**src/rtl/fifo_line_pkg.sv**
```systemverilog
// Shared types and constants for the pixel line-buffer controller.
package fifo_line_pkg;

   typedef enum logic [1:0] {
      IDLE    = 2'd0,
      RD_LINE = 2'd1,
      DRAIN   = 2'd2
   } rd_state_t;

   localparam int unsigned DROP_CNT_W = 16;

endpackage

```
**src/rtl/fifo_line_ctrl.sv**
```systemverilog
// Whole-line admission into the line FIFO and framed single-line readout.
module fifo_line_ctrl
   import fifo_line_pkg::*;
#(
   parameter int unsigned DATA_WIDTH  = 8,
   parameter int unsigned DEPTH_WIDTH = 12,
   parameter int unsigned H_ACTIVE    = 1280,
   parameter int unsigned LINE_CNT_W  = 4
) (
   input  logic                  clk,
   input  logic                  rst_n,
   input  logic                  in_valid,
   input  logic [DATA_WIDTH-1:0] in_data,
   input  logic                  out_req,
   output logic                  out_valid,
   output logic [DATA_WIDTH-1:0] out_data,
   output logic                  out_eol,
   output logic                  out_busy,
   output logic [LINE_CNT_W-1:0] lines_stored,
   output logic                  drop_pulse,
   output logic [DROP_CNT_W-1:0] drop_cnt,
   output logic                  fifo_wr_en,
   output logic [DATA_WIDTH-1:0] fifo_wr_data,
   output logic                  fifo_rd_en,
   input  logic [DATA_WIDTH-1:0] fifo_rd_data,
   input  logic                  fifo_wr_full,
   input  logic                  fifo_rd_empty
);

   localparam int unsigned OCC_W = DEPTH_WIDTH + 1;
   localparam logic [OCC_W-1:0] LAST_PIX  = OCC_W'(H_ACTIVE - 1);
   localparam logic [OCC_W:0]   LINE_LEN  = (OCC_W + 1)'(H_ACTIVE);
   localparam logic [OCC_W:0]   FIFO_SIZE = {2'b01, {DEPTH_WIDTH{1'b0}}};

   rd_state_t        state;
   logic [OCC_W-1:0] wr_pix;
   logic [OCC_W-1:0] rd_pix;
   logic [OCC_W-1:0] occ;
   logic             admit_r;
   logic             admit_now;
   logic             line_ok;
   logic             first_pix;
   logic             line_done;
   logic             rd_start;

   // Combinational outputs are gated with rst_n so everything reads zero in reset.
   always_comb begin
      first_pix    = (wr_pix == '0);
      admit_now    = ({1'b0, occ} + LINE_LEN) <= FIFO_SIZE;
      line_ok      = first_pix ? admit_now : admit_r;
      fifo_wr_en   = rst_n && in_valid && line_ok;
      fifo_wr_data = rst_n ? in_data : '0;
      drop_pulse   = rst_n && in_valid && first_pix && !admit_now;
      line_done    = fifo_wr_en && (wr_pix == LAST_PIX);
      rd_start     = (state == IDLE) && out_req && (lines_stored != '0);
      fifo_rd_en   = rst_n && (state == RD_LINE);
      out_busy     = (state != IDLE);
      out_data     = out_valid ? fifo_rd_data : '0;
   end

   always_ff @(posedge clk) begin
      if (!rst_n) begin
         state        <= IDLE;
         wr_pix       <= '0;
         rd_pix       <= '0;
         occ          <= '0;
         admit_r      <= 1'b0;
         lines_stored <= '0;
         drop_cnt     <= '0;
         out_valid    <= 1'b0;
         out_eol      <= 1'b0;
      end else begin
         if (in_valid) begin
            if (first_pix)
               admit_r <= admit_now;
            wr_pix <= (wr_pix == LAST_PIX) ? '0 : wr_pix + 1'b1;
         end

         if (drop_pulse && (drop_cnt != '1))
            drop_cnt <= drop_cnt + 1'b1;

         case ({fifo_wr_en, fifo_rd_en})
            2'b10:   occ <= occ + 1'b1;
            2'b01:   occ <= occ - 1'b1;
            default: occ <= occ;
         endcase

         // A completing line and a readout start in one cycle cancel out.
         if (line_done && !rd_start && (lines_stored != '1))
            lines_stored <= lines_stored + 1'b1;
         else if (rd_start && !line_done)
            lines_stored <= lines_stored - 1'b1;

         out_valid <= fifo_rd_en;
         out_eol   <= fifo_rd_en && (rd_pix == LAST_PIX);

         unique case (state)
            IDLE: begin
               if (rd_start) begin
                  state  <= RD_LINE;
                  rd_pix <= '0;
               end
            end
            RD_LINE: begin
               rd_pix <= rd_pix + 1'b1;
               if (rd_pix == LAST_PIX)
                  state <= DRAIN;
            end
            DRAIN:   state <= IDLE;
            default: state <= IDLE;
         endcase
      end
   end

   a_rd_empty: assert property (@(posedge clk) disable iff (!rst_n)
                                !(fifo_rd_en && fifo_rd_empty));
   a_wr_full:  assert property (@(posedge clk) disable iff (!rst_n)
                                !(fifo_wr_en && fifo_wr_full));

endmodule

```
**config.mk**
```make
export PLATFORM = sky130hd
export DESIGN_NAME = fifo_line_ctrl
export DESIGN_NICKNAME = d
export VERILOG_FILES = /design/src/rtl/fifo_line_pkg.sv /design/src/rtl/fifo_line_ctrl.sv
export SDC_FILE = /design/constraint.sdc
export NUM_CORES = 1
export LEC_CHECK = 0
export BUFFER_PORTS_ARGS = -buffer_cell sky130_fd_sc_hd__buf_4
export CELL_PAD_IN_SITES_DETAIL_PLACEMENT = 0
export CELL_PAD_IN_SITES_GLOBAL_PLACEMENT = 2
export CORE_MARGIN = 2
export CORE_UTILIZATION = 35
export CTS_CLUSTER_DIAMETER = 40
export DETAILED_ROUTE_END_ITERATION = 12
export PLACE_DENSITY = 0.92
export SYNTH_ARGS = -nofsm -noshare
export SYNTH_HDL_FRONTEND = slang
export SYNTH_SLANG_ARGS = --single-unit
```
**constraint.sdc**
```tcl
create_clock -name clk -period 8.2 [get_ports clk]
set_input_delay 0.41 -clock clk [delete_from_list [all_inputs] [get_ports clk]]
set_output_delay 0.41 -clock clk [all_outputs]
set_load 0.05 [all_outputs]
```
==> impl_metrics.toml <==
[routing]
wl_per_cell_um = 13.0
wl_mm = 8.26
num_vias = 3282
drc_errors = 0
drt_iter0_drc = 136
antenna_left = 0
viasPerCell = 5.16
drt_first_pass_iters = 4

[final_layout]
num_antenna_cells = 0
area_growth_pct = 21.3
drive_above_1_share = 0.186
final_cell_mix = "64 x dfxtp_1, 62 x buf_4, 50 x nor2_1, 39 x a21oi_1, 33 x nand2_1"
instances_no_fill = 636
nets = 537
fill_cells = 1055
final_common_cell = "dfxtp_1"

[logic_synthesis]
yosysWarnings = 0
synth_ff_type = "dfxtp_1"
mappedNetlistNets = 477
yosysSeqAreaShare = 0.355
synth-edff-count = 0
netlist_instances = 435
ys_ff_latch = 64
synth.avg_cell_area_um2 = 8.29
synthArstFlopShare = 0
synthDistinctLibCells = 48
synth_area_um2 = 3610

[clock_network]
postCtsSetupBuffers = 0
cts.sinks = 64
ctsResizeCount = 0
cts-htree-levels = 3
cts_tree = "built"
cts_buffers = 9
clockBufferDepth = 2
clock_latency_ns = 0.34
root_buffer = "clkbuf_8"
path_clk_slew_ns = 0.07
cts_hold_buf = 0

[setup_path]
path_max_fanout = 14
endpoint = "occ[12]"
endpoint_kind = "flop"
r2r-end = "occ[12]"
arrival_ns = 4.62
rrSetupSlack_ns = 3.85
critPathLaunchType = "flop"
r2r.worst_path.cells = 12
r2r_start = "occ[0]"
cp-startpoint = "occ[0]"
required_ns = 8.47
crit_type = "flop to flop"

[timing]
slew_violations = 0
timing.fmax_mhz = 230
worstMarginPinSlew_ns = 0.682
rsz0062_at_grt = "false"
timing.final.crit_share = 0.530
setup_violations = 0
hold_viol = 0
fin_skew_ns = 0.00854
period_needed_ns = 4.35
fin_setup_tns_ns = 0
maxSlewHeadroom = 0.545

[floorplanning]
die_x_um = 106
core_area_um2 = 10200
io_pins = 64
start_util = 0.354
dieArea_um2 = 11100
core.rowCount = 37
dieHeight_um = 106

[global_routing]
grt_max_degree = 47
grt_pass1_vias = 3106
antenna_found_initial = 0
grtUsageTotal = 0.157
overflow = 0
grt_pass1_wl_mm = 14.4

[place]
place_congestion = 0.777
port_buffers = 61
dp_hpwl_mm = 5.95
dp_cells = 620

[power]
power.density_nw_per_um2 = 216
leakage_nw = 1.79
ir_drop_mv = 0.119

[run]
maxCapViolCount = 0

[hold_path]
min_path_type = "input pin to flop"

[run_status]
status = "completed"
## cell usage after synthesis (2+ instances only)
cell	count	area [µm²]
fa_1	2	40.0
nand2_1	33	124
nor2b_1	3	18.8
xor2_1	14	123
nand3_2	2	20.0
nand3_1	30	150
a211oi_1	7	52.6
o211ai_1	5	37.5
buf_1	3	11.3
and2_1	19	119
and3_1	9	56.3
xnor2_1	12	105
or3_1	14	87.6
ha_1	18	225
nand2b_1	3	18.8
nand3b_1	2	15.0
nand4_1	11	68.8
clkbuf_1	9	33.8
a31oi_1	2	12.5
o21bai_1	4	30.0
a21o_1	5	37.5
nor4_4	2	42.5
o21ai_0	23	115
nor2_1	50	188
dfxtp_1	64	1280
nor3_1	9	45.0
nor4_1	3	18.8
mux2i_1	7	70.1
and4_1	3	26.3
a31o_2	2	17.5
or2_2	3	18.8
a21oi_1	39	195
or4_1	2	15.0
inv_1	6	22.5
o31ai_1	2	15.0
## cell type report
cell class,instances,area [µm²],share of cell area
clock buffer,10,128,0.0292
clock inverter,6,60.1,0.0137
inverter,6,22.5,0.00515
multi-input combinational,352,2250,0.514
sequential,64,1280,0.293
tap,136,170,0.0389
timing repair buffer,62,465,0.106
## metal layers
metal | share of wire | vias to the layer above | GRT usage
met4 | 0.014 | 0 | 0.0404
li1 | - | 1691 | -
met1 | 0.47 | 1513 | 0.199
met3 | 0.049 | 12 | 0.0501
met2 | 0.47 | 66 | 0.259
met5 | 0 | - | 0
## worst min-delay path by stage
| stage | from | to | slack, ns | cells past startpoint |
|---|---|---|---|---|
| finish | in_valid | wr_pix[0] | 0.38 | 3 |
| global route | in_valid | wr_pix[1] | 0.40 | 3 |
| CTS | in_valid | wr_pix[0] | 0.37 | 3 |
| detailed placement | admit_r | admit_r | 0.47 | 2 |
| global placement | admit_r | admit_r | 0.46 | 2 |
| floorplan | admit_r | admit_r | 0.45 | 2 |
## flip-flops by register name, summed over array words and instances, names as in the netlist
name / flops
drop_cnt: 16
occ: 13
rd_pix: 13
wr_pix: 13
lines_stored: 4
state: 2
admit_r: 1
out_eol: 1
out_valid: 1
## cells by family after synthesis
family / after synthesis / synth area share
AOI/OAI and AO/OA: 95 / 0.162
DFF: 64 / 0.355
and+or+nand+nor: 203 / 0.302
xor gates and xnor gates: 26 / 0.0631
muxes: 8 / 0.0225
buffers and inverters: 19 / 0.0219
adders and majority gates: 20 / 0.0735
## report_power, final
| group | switching, W | internal (W) |
|---|---|---|
| registers | 0.0000288 | 0.000333 |
| logic | 0.000200 | 0.000115 |
| clock network | 0.000129 | 0.000139 |
## through the flow
stage | setup WS, ns | cell area (µm²) | util | hold slack, ns | total power (W)
3_5_place_dp | 3.88 | 4190 | 0.411 | 0.472 | 0.000685
5_1_grt | 3.52 | 4370 | 0.429 | 0.398 | 0.00101
2_1_floorplan | 4.39 | 3610 | - | 0.449 | 0.000602
4_1_cts | 3.82 | 4370 | 0.429 | 0.368 | 0.000957
3_3_place_gp | 3.92 | 4190 | 0.411 | 0.458 | 0.000678
6_report | 3.85 | 4370 | 0.429 | 0.383 | 0.000943
## critical path, stage by stage (launching register included)
cell       delay [ns]
dfxtp_1          0.37
or4_1            0.60
o2111ai_2        0.31
a21oi_1          0.11
or3_4            0.37
ha_1             0.44
fa_1             0.52
a211oi_1         0.39
o21ai_0          0.22
a31oi_1          0.34
mux2i_1          0.14
or3_1            0.32
a21oi_1          0.14
Note: power is estimated with default switching activity, not from simulation.
